### src/rtl/testclk_drp_pkg.sv
`default_nettype none
// ============================================================================
//  Module      : testclk_drp_pkg
//  Description : Shared types and constants for the test-clock DRP
//                reconfiguration controller: FSM state encoding, DRP entry
//                layout, DRP bus widths and the two-profile register table.
//  Revision    : 1.0 - initial release
// ============================================================================
package testclk_drp_pkg;

    localparam int c_DRP_ADDR_W   = 7;
    localparam int c_DRP_DATA_W   = 16;
    localparam int c_TABLE_DEPTH  = 8;
    localparam int c_NUM_PROFILES = 2;

    typedef enum logic [3:0] {
        S_IDLE       = 4'd0,
        S_ASSERT_RST = 4'd1,
        S_READ       = 4'd2,
        S_WAIT_RD    = 4'd3,
        S_WRITE      = 4'd4,
        S_WAIT_WR    = 4'd5,
        S_RELEASE    = 4'd6,
        S_WAIT_LOCK  = 4'd7,
        S_DONE       = 4'd8,
        S_ERR        = 4'd9
    } drp_state_t;

    // One read-modify-write step: bits set in mask keep the value read back,
    // bits clear in mask take the value from data.
    typedef struct packed {
        logic [c_DRP_ADDR_W-1:0] addr;
        logic [c_DRP_DATA_W-1:0] mask;
        logic [c_DRP_DATA_W-1:0] data;
    } drp_entry_t;

    localparam drp_entry_t c_PROFILE_TABLE [c_NUM_PROFILES][c_TABLE_DEPTH] = '{
        '{ {7'h08, 16'hF000, 16'h0145},
           {7'h09, 16'hFC00, 16'h0000},
           {7'h0A, 16'hF000, 16'h0083},
           {7'h0B, 16'hFC00, 16'h0080},
           {7'h14, 16'hF000, 16'h1041},
           {7'h15, 16'hFC00, 16'h0000},
           {7'h18, 16'hFC00, 16'h01F4},
           {7'h28, 16'h0000, 16'hFFFF} },
        '{ {7'h08, 16'hF000, 16'h0187},
           {7'h09, 16'hFC00, 16'h0080},
           {7'h0C, 16'hF000, 16'h0104},
           {7'h0D, 16'hFC00, 16'h0000},
           {7'h14, 16'hF000, 16'h1145},
           {7'h15, 16'hFC00, 16'h0080},
           {7'h4E, 16'h66FF, 16'h9000},
           {7'h4F, 16'h666F, 16'h0100} }
    };

    function automatic logic [c_DRP_DATA_W-1:0] merge_data(
        input logic [c_DRP_DATA_W-1:0] rd_data,
        input drp_entry_t              entry
    );
        return (rd_data & entry.mask) | (entry.data & ~entry.mask);
    endfunction

endpackage
`default_nettype wire

### src/rtl/testclk_drp_ctrl.sv
`default_nettype none
// ============================================================================
//  Module      : testclk_drp_ctrl
//  Description : Reconfigures a clocking network through its DRP port.
//                On request, holds the network in reset, performs one
//                read-modify-write per table entry of the selected profile,
//                releases reset and waits for lock. Reports completion or a
//                DRDY/LOCKED timeout with a one-cycle pulse.
//  Ports       : CLK_IN1        - clock (also the DRP clock)
//                RESET_N        - synchronous active-low reset
//                RECONFIG_REQ   - start request (accepted in IDLE only)
//                PROFILE_SEL    - profile select, latched on accept
//                RECONFIG_BUSY  - high whenever not IDLE
//                RECONFIG_DONE  - success pulse
//                RECONFIG_ERR   - timeout pulse
//                DADDR/DI/DO/DEN/DWE/DRDY - DRP bus
//                MMCM_RST       - reset to the clocking network
//                LOCKED         - lock indication from the clocking network
//  Revision    : 1.0 - initial release
// ============================================================================
module testclk_drp_ctrl
    import testclk_drp_pkg::*;
#(
    parameter int TCQ          = 100,
    parameter int NUM_ENTRIES  = 8,
    parameter int DRDY_TIMEOUT = 64,
    parameter int LOCK_TIMEOUT = 65535
) (
    input  logic                    CLK_IN1,
    input  logic                    RESET_N,
    input  logic                    RECONFIG_REQ,
    input  logic                    PROFILE_SEL,
    output logic                    RECONFIG_BUSY,
    output logic                    RECONFIG_DONE,
    output logic                    RECONFIG_ERR,
    output logic [c_DRP_ADDR_W-1:0] DADDR,
    output logic [c_DRP_DATA_W-1:0] DI,
    input  logic [c_DRP_DATA_W-1:0] DO,
    output logic                    DEN,
    output logic                    DWE,
    input  logic                    DRDY,
    output logic                    MMCM_RST,
    input  logic                    LOCKED
);

    // The shared wait counter only ever needs to reach TIMEOUT-1 of the
    // larger timeout; never narrower than 16 bits.
    localparam int c_MAX_TIMEOUT = (LOCK_TIMEOUT > DRDY_TIMEOUT) ? LOCK_TIMEOUT : DRDY_TIMEOUT;
    localparam int c_CNT_RAW_W   = (c_MAX_TIMEOUT > 1) ? $clog2(c_MAX_TIMEOUT) : 1;
    localparam int c_CNT_W       = (c_CNT_RAW_W < 16) ? 16 : c_CNT_RAW_W;
    localparam int c_IDX_W       = $clog2(c_TABLE_DEPTH);

    // TCQ is kept for interface compatibility with behavioural models; the
    // synthesizable registers carry no delay. NUM_ENTRIES must not exceed
    // the table depth. These blocks elaborate to nothing.
    if (TCQ < 0) begin : g_tcq_unused
    end
    if (NUM_ENTRIES > c_TABLE_DEPTH) begin : g_num_entries_too_large
    end

    drp_state_t                r_state;
    drp_state_t                w_state_nxt;
    logic [c_IDX_W-1:0]        r_idx;
    logic [c_IDX_W-1:0]        w_idx_nxt;
    logic                      r_profile;
    logic                      w_profile_nxt;
    logic [c_CNT_W-1:0]        r_cnt;
    logic                      w_cnt_tick;
    logic [c_DRP_ADDR_W-1:0]   r_daddr;
    logic [c_DRP_DATA_W-1:0]   r_di;
    drp_entry_t                w_entry;
    logic                      w_last_entry;
    logic                      w_drdy_expired;
    logic                      w_lock_expired;

    // Entry for the index/profile that will be current next cycle, so that
    // DADDR/DI are already valid on the cycle DEN is raised.
    assign w_entry        = c_PROFILE_TABLE[w_profile_nxt][w_idx_nxt];
    assign w_last_entry   = (r_idx == c_IDX_W'(NUM_ENTRIES - 1));
    assign w_drdy_expired = (r_cnt == c_CNT_W'(DRDY_TIMEOUT - 1));
    assign w_lock_expired = (r_cnt == c_CNT_W'(LOCK_TIMEOUT - 1));

    assign DADDR = r_daddr;
    assign DI    = r_di;

    always_ff @(posedge CLK_IN1) begin
        if (!RESET_N) begin
            r_state   <= S_IDLE;
            r_idx     <= '0;
            r_profile <= 1'b0;
            r_cnt     <= '0;
            r_daddr   <= '0;
            r_di      <= '0;
        end else begin
            r_state   <= w_state_nxt;
            r_idx     <= w_idx_nxt;
            r_profile <= w_profile_nxt;
            // Counter runs only while remaining in a wait state, so it is
            // zero on the first cycle of every wait state.
            if (w_cnt_tick) begin
                r_cnt <= r_cnt + c_CNT_W'(1);
            end else begin
                r_cnt <= '0;
            end
            if ((w_state_nxt == S_READ) || (w_state_nxt == S_WRITE)) begin
                r_daddr <= w_entry.addr;
            end
            // WRITE is only entered from WAIT_RD with DRDY high, so DO holds
            // the read-back value on this edge.
            if (w_state_nxt == S_WRITE) begin
                r_di <= merge_data(DO, w_entry);
            end
        end
    end

    always_comb begin
        w_state_nxt   = r_state;
        w_idx_nxt     = r_idx;
        w_profile_nxt = r_profile;
        w_cnt_tick    = 1'b0;
        RECONFIG_BUSY = 1'b1;
        RECONFIG_DONE = 1'b0;
        RECONFIG_ERR  = 1'b0;
        DEN           = 1'b0;
        DWE           = 1'b0;
        MMCM_RST      = 1'b0;

        case (r_state)
            S_IDLE: begin
                RECONFIG_BUSY = 1'b0;
                if (RECONFIG_REQ) begin
                    w_state_nxt   = S_ASSERT_RST;
                    w_idx_nxt     = '0;
                    w_profile_nxt = PROFILE_SEL;
                end
            end
            S_ASSERT_RST: begin
                MMCM_RST    = 1'b1;
                w_state_nxt = S_READ;
            end
            S_READ: begin
                MMCM_RST    = 1'b1;
                DEN         = 1'b1;
                w_state_nxt = S_WAIT_RD;
            end
            S_WAIT_RD: begin
                MMCM_RST = 1'b1;
                if (DRDY) begin
                    w_state_nxt = S_WRITE;
                end else if (w_drdy_expired) begin
                    w_state_nxt = S_ERR;
                end else begin
                    w_cnt_tick = 1'b1;
                end
            end
            S_WRITE: begin
                MMCM_RST    = 1'b1;
                DEN         = 1'b1;
                DWE         = 1'b1;
                w_state_nxt = S_WAIT_WR;
            end
            S_WAIT_WR: begin
                MMCM_RST = 1'b1;
                if (DRDY) begin
                    if (w_last_entry) begin
                        w_state_nxt = S_RELEASE;
                    end else begin
                        w_state_nxt = S_READ;
                        w_idx_nxt   = r_idx + c_IDX_W'(1);
                    end
                end else if (w_drdy_expired) begin
                    w_state_nxt = S_ERR;
                end else begin
                    w_cnt_tick = 1'b1;
                end
            end
            S_RELEASE: begin
                w_state_nxt = S_WAIT_LOCK;
            end
            S_WAIT_LOCK: begin
                if (LOCKED) begin
                    w_state_nxt = S_DONE;
                end else if (w_lock_expired) begin
                    w_state_nxt = S_ERR;
                end else begin
                    w_cnt_tick = 1'b1;
                end
            end
            S_DONE: begin
                RECONFIG_DONE = 1'b1;
                w_state_nxt   = S_IDLE;
            end
            S_ERR: begin
                RECONFIG_ERR = 1'b1;
                w_state_nxt  = S_IDLE;
            end
            default: begin
                RECONFIG_BUSY = 1'b0;
                w_state_nxt   = S_IDLE;
            end
        endcase
    end

endmodule
`default_nettype wire

### config.mk
export PLATFORM = sky130hd
export DESIGN_NAME = testclk_drp_ctrl
export DESIGN_NICKNAME = d
export VERILOG_FILES = /design/src/rtl/testclk_drp_pkg.sv /design/src/rtl/testclk_drp_ctrl.sv
export SDC_FILE = /design/constraint.sdc
export NUM_CORES = 1
export LEC_CHECK = 0
export ABC_AREA = 1
export CAP_MARGIN = 15
export CORE_UTILIZATION = 47
export DETAILED_ROUTE_END_ITERATION = 16
export HOLD_SLACK_MARGIN = 0.12
export PLACE_DENSITY = 0.75
export SKIP_LAST_GASP = 1
export SLEW_MARGIN = 20
export SYNTH_ARGS = -nofsm -noshare
export SYNTH_HDL_FRONTEND = slang
export SYNTH_SLANG_ARGS = --single-unit
export TNS_END_PERCENT = 100
### constraint.sdc
create_clock -name CLK_IN1 -period 2.1 [get_ports CLK_IN1]
set_input_delay 0.21 -clock CLK_IN1 [delete_from_list [all_inputs] [get_ports CLK_IN1]]
set_output_delay 0.21 -clock CLK_IN1 [all_outputs]
set_load 0.02 [all_outputs]
== After elaboration in Yosys (flattened, before gate mapping) ==
Cells that the tools add are included.

* Output and inout port bits: 29
* Register bits: 47
* Bits of input ports: 22
* Word-level logic and storage cells: 68

* Muxes and demuxes: 31
* Magnitude comparators: 2
* Reduce and logical (&&, ||, !) cells: 7
* Bitwise logic cells: 6
* Equal/unequal tests: 14
* Add/subtract/negate cells: 2

{| class="wikitable"
|+ Operators with widths
! operator !! count
|-
| two-way mux 312 bit || 2
|-
| two-way mux 281 bit || 1
|-
| binary-select mux 39 bit (select 3 bit) || 1
|-
| two-way mux 39 bit || 2
|-
| bitwise AND 16 bit || 2
|-
| case mux 4 bit (8 select lines) || 1
|-
| two-way mux 4 bit || 6
|-
| == test 4 x 3 -> 1 bit (second input constant) || 5
|-
| adder 16 x 1 -> 16 bit (second input constant) || 1
|-
| == test 16 bit (second input constant) || 1
|-
| == test 16 x 6 -> 1 bit (second input constant) || 1
|-
| inverter 16 bit || 1
|-
| bitwise OR 16 bit || 1
|-
| == test 4 x 2 -> 1 bit (second input constant) || 3
|-
| two-way mux 1 bit || 12
|-
| two-way mux 3 bit || 4
|-
| OR reduction 9 bit || 1
|-
| == test 4 bit (second input constant) || 2
|-
| case mux 3 bit (2 select lines) || 1
|-
| OR reduction 5 bit || 1
|-
| == test 4 x 1 -> 1 bit (second input constant) || 1
|-
| greater-or-equal comparator 4 bit (second input constant) || 1
|-
| logical NOT 4 bit || 1
|-
| inverter 3 -> 4 bit || 1
|-
| 8 further kinds || 9
|}

== Depth between registers and ports, before layout ==
* Depth in word-level cells: 12
* Mapped depth: 15
* Mapped depth without buffers: 15

== Least setup slack after synthesis ==
No wires, ideal clock.

* Path type: register to register
* Start point: reg r_idx[0]
* End point: reg r_di[7], in the netlist DI[7]
* Library setup time: 0.072 ns
* Data arrival time: 1.995 ns
* Period minus slack after synthesis: 2.066 ns
* Buffers on the path: 1
* Cell stages (with the launch flop): 12
* Data required time: 2.028 ns
* Slack: 0.034 ns
* Cell sequence: dfxtp_1 ha_1 nand2_1 nand2_1 o211ai_1 nand2_2 buf_2 ha_1 or2_2 nand3b_1 nand3_1 a21oi_1

* Word-level cells in the longest chain between the ends: 11
* Elaborated cells on any way between the ends: 18

{| class="wikitable"
|+ RTL lines
! what !! line !! text
|-
| from (decl) || testclk_drp_ctrl.sv:63 || <nowiki>logic [c_IDX_W-1:0] r_idx;</nowiki>
|-
| from (signal assigned) || testclk_drp_ctrl.sv:96 || <nowiki>r_idx <= w_idx_nxt;</nowiki>
|-
| adder 3 x 1 -> 3 bit or == test 3 bit (tied branches) || testclk_drp_ctrl.sv:169, testclk_drp_ctrl.sv:79 ||
|-
| two-way mux 3 bit * || testclk_drp_ctrl.sv:165 || <nowiki>if (w_last_entry) begin</nowiki>
|-
| two-way mux 3 bit * || testclk_drp_ctrl.sv:164 || <nowiki>if (DRDY) begin</nowiki>
|-
| case mux 3 bit (2 select lines) * || testclk_drp_ctrl.sv:128 || <nowiki>case (r_state)</nowiki>
|-
| named net w_idx_nxt[1] || testclk_drp_ctrl.sv:64 || <nowiki>logic [c_IDX_W-1:0] w_idx_nxt;</nowiki>
|-
| inverter 3 -> 4 bit (implied by the code) * || testclk_drp_ctrl.sv:78 || <nowiki>assign w_entry = c_PROFILE_TABLE[w_profile_nxt][w_idx_nxt];</nowiki>
|-
| binary-select mux 39 bit (select 3 bit) * || testclk_drp_ctrl.sv:78 ||
|-
| two-way mux 39 bit (implied by the code) * (2 in series) || testclk_drp_ctrl.sv:78 ||
|-
| inverter 16 bit || testclk_drp_pkg.sv:60 || <nowiki>return (rd_data & entry.mask) | (entry.data & ~entry.mask);</nowiki>
|-
| bitwise AND 16 bit || testclk_drp_pkg.sv:60 ||
|-
| bitwise OR 16 bit * || testclk_drp_pkg.sv:60 ||
|-
| to (signal assigned) || testclk_drp_ctrl.sv:111 || <nowiki>r_di <= merge_data(DO, w_entry);</nowiki>
|-
| to (decl) || testclk_drp_ctrl.sv:70 || <nowiki>logic [c_DRP_DATA_W-1:0] r_di;</nowiki>
|}

The timed path passes the listed nets; every way through them passes the cells marked *. The select of a mux whose other input is x is not followed.
A chain may end at the register's enable or synchronous reset.

== Worst setup path after layout ==
* Start point: reg r_idx[1]
* End point: reg r_di[7], in the netlist DI[7]

* Word-level cells in the longest chain between the ends: 11
* Elaborated cells on any way between the ends: 18

{| class="wikitable"
|+ RTL lines
! what !! line
|-
| adder 3 x 1 -> 3 bit or == test 3 bit (tied branches) || testclk_drp_ctrl.sv:169, testclk_drp_ctrl.sv:79
|-
| two-way mux 3 bit || testclk_drp_ctrl.sv:165
|-
| two-way mux 3 bit || testclk_drp_ctrl.sv:164
|-
| case mux 3 bit (2 select lines) || testclk_drp_ctrl.sv:128
|-
| inverter 3 -> 4 bit (implied by the code) || testclk_drp_ctrl.sv:78
|-
| binary-select mux 39 bit (select 3 bit) || testclk_drp_ctrl.sv:78
|-
| two-way mux 39 bit (implied by the code) (2 in series) || testclk_drp_ctrl.sv:78
|-
| inverter 16 bit || testclk_drp_pkg.sv:60
|-
| bitwise AND 16 bit || testclk_drp_pkg.sv:60
|-
| bitwise OR 16 bit || testclk_drp_pkg.sv:60
|}

Parallel ways exist; a longest one is shown, timed or not. The select of a mux whose other input is x is not followed.

==> flow_summary.toml <==
[timing]
report.final.setup_viol = 1
fin_ws_ps = -6.04
fmaxAchievable_ghz = 0.475
drv_slew = 0
period_needed_ps = 2110
relSlewSlack = 0.750
hold_violations = 0
tightest_slew_ps = 372
rsz0062_at_grt = "yes"
period_share = 1.00
fin_tns_setup_ps = -6.04
skew_ps = 4.25

[critical_path]
critPathRequiredTime_ps = 2320
reg2reg_to = "DI[7]"
ff2ff_path_depth = 10
r2r_slack_ps = -6
cp-start-kind = "flip-flop"
cp.arrival_ps = 2330
rr_startpoint = "r_idx[1]"
crit_type = "reg -> reg"
end_kind = "flip-flop"
crit_fanout = 6

[detailed_routing]
dr.pass1.iters = 4
remaining_drc_errors = 0
drt_iter0_drc = 157
wirelength_um = 6320
ant_nets = 0
wl_per_cell_um = 12.0
via_per_inst = 4.99
via_count = 2624

[global_route]
grt_pass1_wl_um = 10200
gr-total-overflow = 0
grt_max_degree = 21
grt_pass1_vias = 2306
grtUsageTotal = 0.215
antenna_found_initial = 0

[hold_path]
hp-class = "reg -> reg"
hold_depth = 1
hp-start = "r_cnt[0]"
min_to = "r_cnt[0]"

[place]
gp_congestion = 0.875
hpwl_um = 4580
io_buffer_count = 49
pre_cts_slack_ps = -102

[synth]
postSynthAreaPerCell_um2 = 6.96
synthesis.nets = 406
yosys_warnings = 0
syn_area_mm2 = 0.00260
synth_cell_type_count = 38
ys_ff_latch = 47
postSynthCellCount = 374
yosysSeqAreaShare = 0.361

[layout]
area_growth_syn_to_layout_pct = 38.4
nets = 487
fin_util = 0.693
n_fill_cell = 435
final_common_cell = "nand2_1"
layout_common_cells = "nand2_1, nor2_1, clkdlybuf4s50_1"
n_antenna_cell = 0
drive_gt1_frac = 0.197

[clock_tree]
clk_latency_ps = 300
clkTransAtPathRegs_ps = 90
cts_max_path_buffers = 2
htree_num_levels = 2
numCtsBuffers = 5
root_buffer = "clkbuf_8"
cts_sinks = 47
hold_buffers = 0
tritoncts = "built"

[power_and_ir_drop]
power_switching_mw = 0.649
p_sw_frac = 0.307
p_int_mw = 1.47
p_seq_frac = 0.466
p_leak_nw = 1.63
ir_worst_vdd_v = 0.000352
p_per_area_mw_per_mm2 = 587
pwr-share-comb = 0.274
p_clk_frac = 0.260

[floorplanning]
die_x_um = 76.4
dieArea_mm2 = 0.00584
rows = 26
initial_core_util = 0.500
die_y_um = 76.4
core_area_mm2 = 0.00520
io_pins = 51

[outcome]
outcome = "complete, but fails checks"
violations = "setup timing"

[run]
drv_cap = 0
power by group through the flow:
stage / combinational (mW) / clock (mW) / sequential, mW
finish: 0.579 / 0.551 / 0.986
global route: 0.633 / 0.606 / 0.997
CTS: 0.561 / 0.568 / 0.981
detailed placement: 0.561 / 0 / 1.00
global placement: 0.557 / 0 / 0.999
floorplan: 0.277 / 0 / 1.04
worst max-delay path by stage:
stage	startpoint	end	cells past startpoint
4_1_cts	r_idx[1]	DI[7]	10
3_5_place_dp	DRDY	DI[0]	11
5_1_grt	r_idx[1]	DI[7]	10
6_report	r_idx[1]	DI[7]	10
3_3_place_gp	DRDY	DI[0]	11
2_1_floorplan	r_idx[0]	DI[7]	11
cell usage after synthesis:
| master | number | area [um2] |
|---|---|---|
| o22ai_1 | 2 | 12.5 |
| nand3b_1 | 9 | 67.6 |
| xnor2_1 | 4 | 35.0 |
| buf_4 | 1 | 7.51 |
| o211ai_1 | 13 | 97.6 |
| a21oi_4 | 1 | 16.3 |
| a21oi_1 | 14 | 70.1 |
| inv_1 | 41 | 154 |
| or2_2 | 2 | 12.5 |
| o21bai_1 | 1 | 7.51 |
| nor2_4 | 2 | 22.5 |
| buf_6 | 1 | 11.3 |
| nor3b_1 | 1 | 7.51 |
| xor2_1 | 4 | 35.0 |
| inv_2 | 4 | 15.0 |
| nor4_1 | 1 | 6.26 |
| buf_2 | 7 | 35.0 |
| clkinv_1 | 1 | 3.75 |
| o21ai_1 | 2 | 10.0 |
| nand4_1 | 6 | 37.5 |
| a41oi_1 | 1 | 8.76 |
| o21ai_0 | 13 | 65.1 |
| and3_1 | 1 | 6.26 |
| or2_1 | 1 | 6.26 |
| clkbuf_1 | 3 | 11.3 |
| a21boi_1 | 2 | 15.0 |
| nor3_1 | 6 | 30.0 |
| dfxtp_1 | 47 | 941 |
| nand3_1 | 23 | 115 |
| nor4_2 | 1 | 12.5 |
| nand2_1 | 85 | 319 |
| nand3_2 | 2 | 20.0 |
| nor2_2 | 5 | 31.3 |
| ha_1 | 10 | 125 |
| a31oi_1 | 2 | 12.5 |
| nand2_2 | 4 | 25.0 |
| nor2_1 | 50 | 188 |
| a21o_1 | 1 | 7.51 |
sequential cells by signal, indices dropped and copies added (netlist names):
signal	count
DADDR	7
DI	16
r_cnt	16
r_idx	3
r_profile	1
r_state	4
per-stage QoR:
step / hold slack [ps] / cell area [um2] / cells / total power, mW
after floorplan: 352 / 2600 / 374 / 1.32
after global placement: 454 / 3360 / 512 / 1.56
after detailed placement: 461 / 3360 / 512 / 1.56
after CTS: 474 / 3450 / 520 / 2.11
after global routing: 491 / 3600 / 526 / 2.24
final: 468 / 3600 / 526 / 2.12
timing repair:
| action | CTS | global route |
|---|---|---|
| gates resized for setup | 2 | 34 |
| pin swaps | 0 | 12 |
| setup endpoints to repair | 2 | 24 |
| buffers inserted | 0 | 6 |
| gates cloned | 0 | 0 |
metal layers:
metal,vias up,part of all wire,global-route usage
met3,11,0.034,0.0383
met1,1186,0.47,0.280
met5,-,0,0
met4,0,0.014,0.0654
li1,1372,-,-
met2,55,0.48,0.361
critical path, cell delays in order, from the launching register on:
cell,delay [ps]
dfxtp_2,350
ha_4,160
nand2_2,70
nand2_4,60
o211ai_1,280
nand2_2,190
ha_4,260
or2_2,280
nand3b_1,100
nand3_1,110
a21oi_1,170
cell type report:
cell class / count / area [um2] / share of cell area
clock buffer: 6 / 72.6 / 0.0201
clock inverter: 2 / 16.3 / 0.00451
inverter: 46 / 175 / 0.0486
multi-input combinational: 269 / 1520 / 0.421
sequential: 47 / 953 / 0.264
tap: 70 / 87.6 / 0.0243
timing repair buffer: 86 / 782 / 0.217
cells by family after synthesis:
family          Yosys count  share of synthesized area
simple gates            199                      0.348
buf+inv                  58                     0.0913
compound gates           52                      0.124
fa+ha+maj                10                     0.0481
xor+xnor                  8                     0.0269
flops                    47                      0.361
Note: power is estimated with default switching activity, not from simulation.
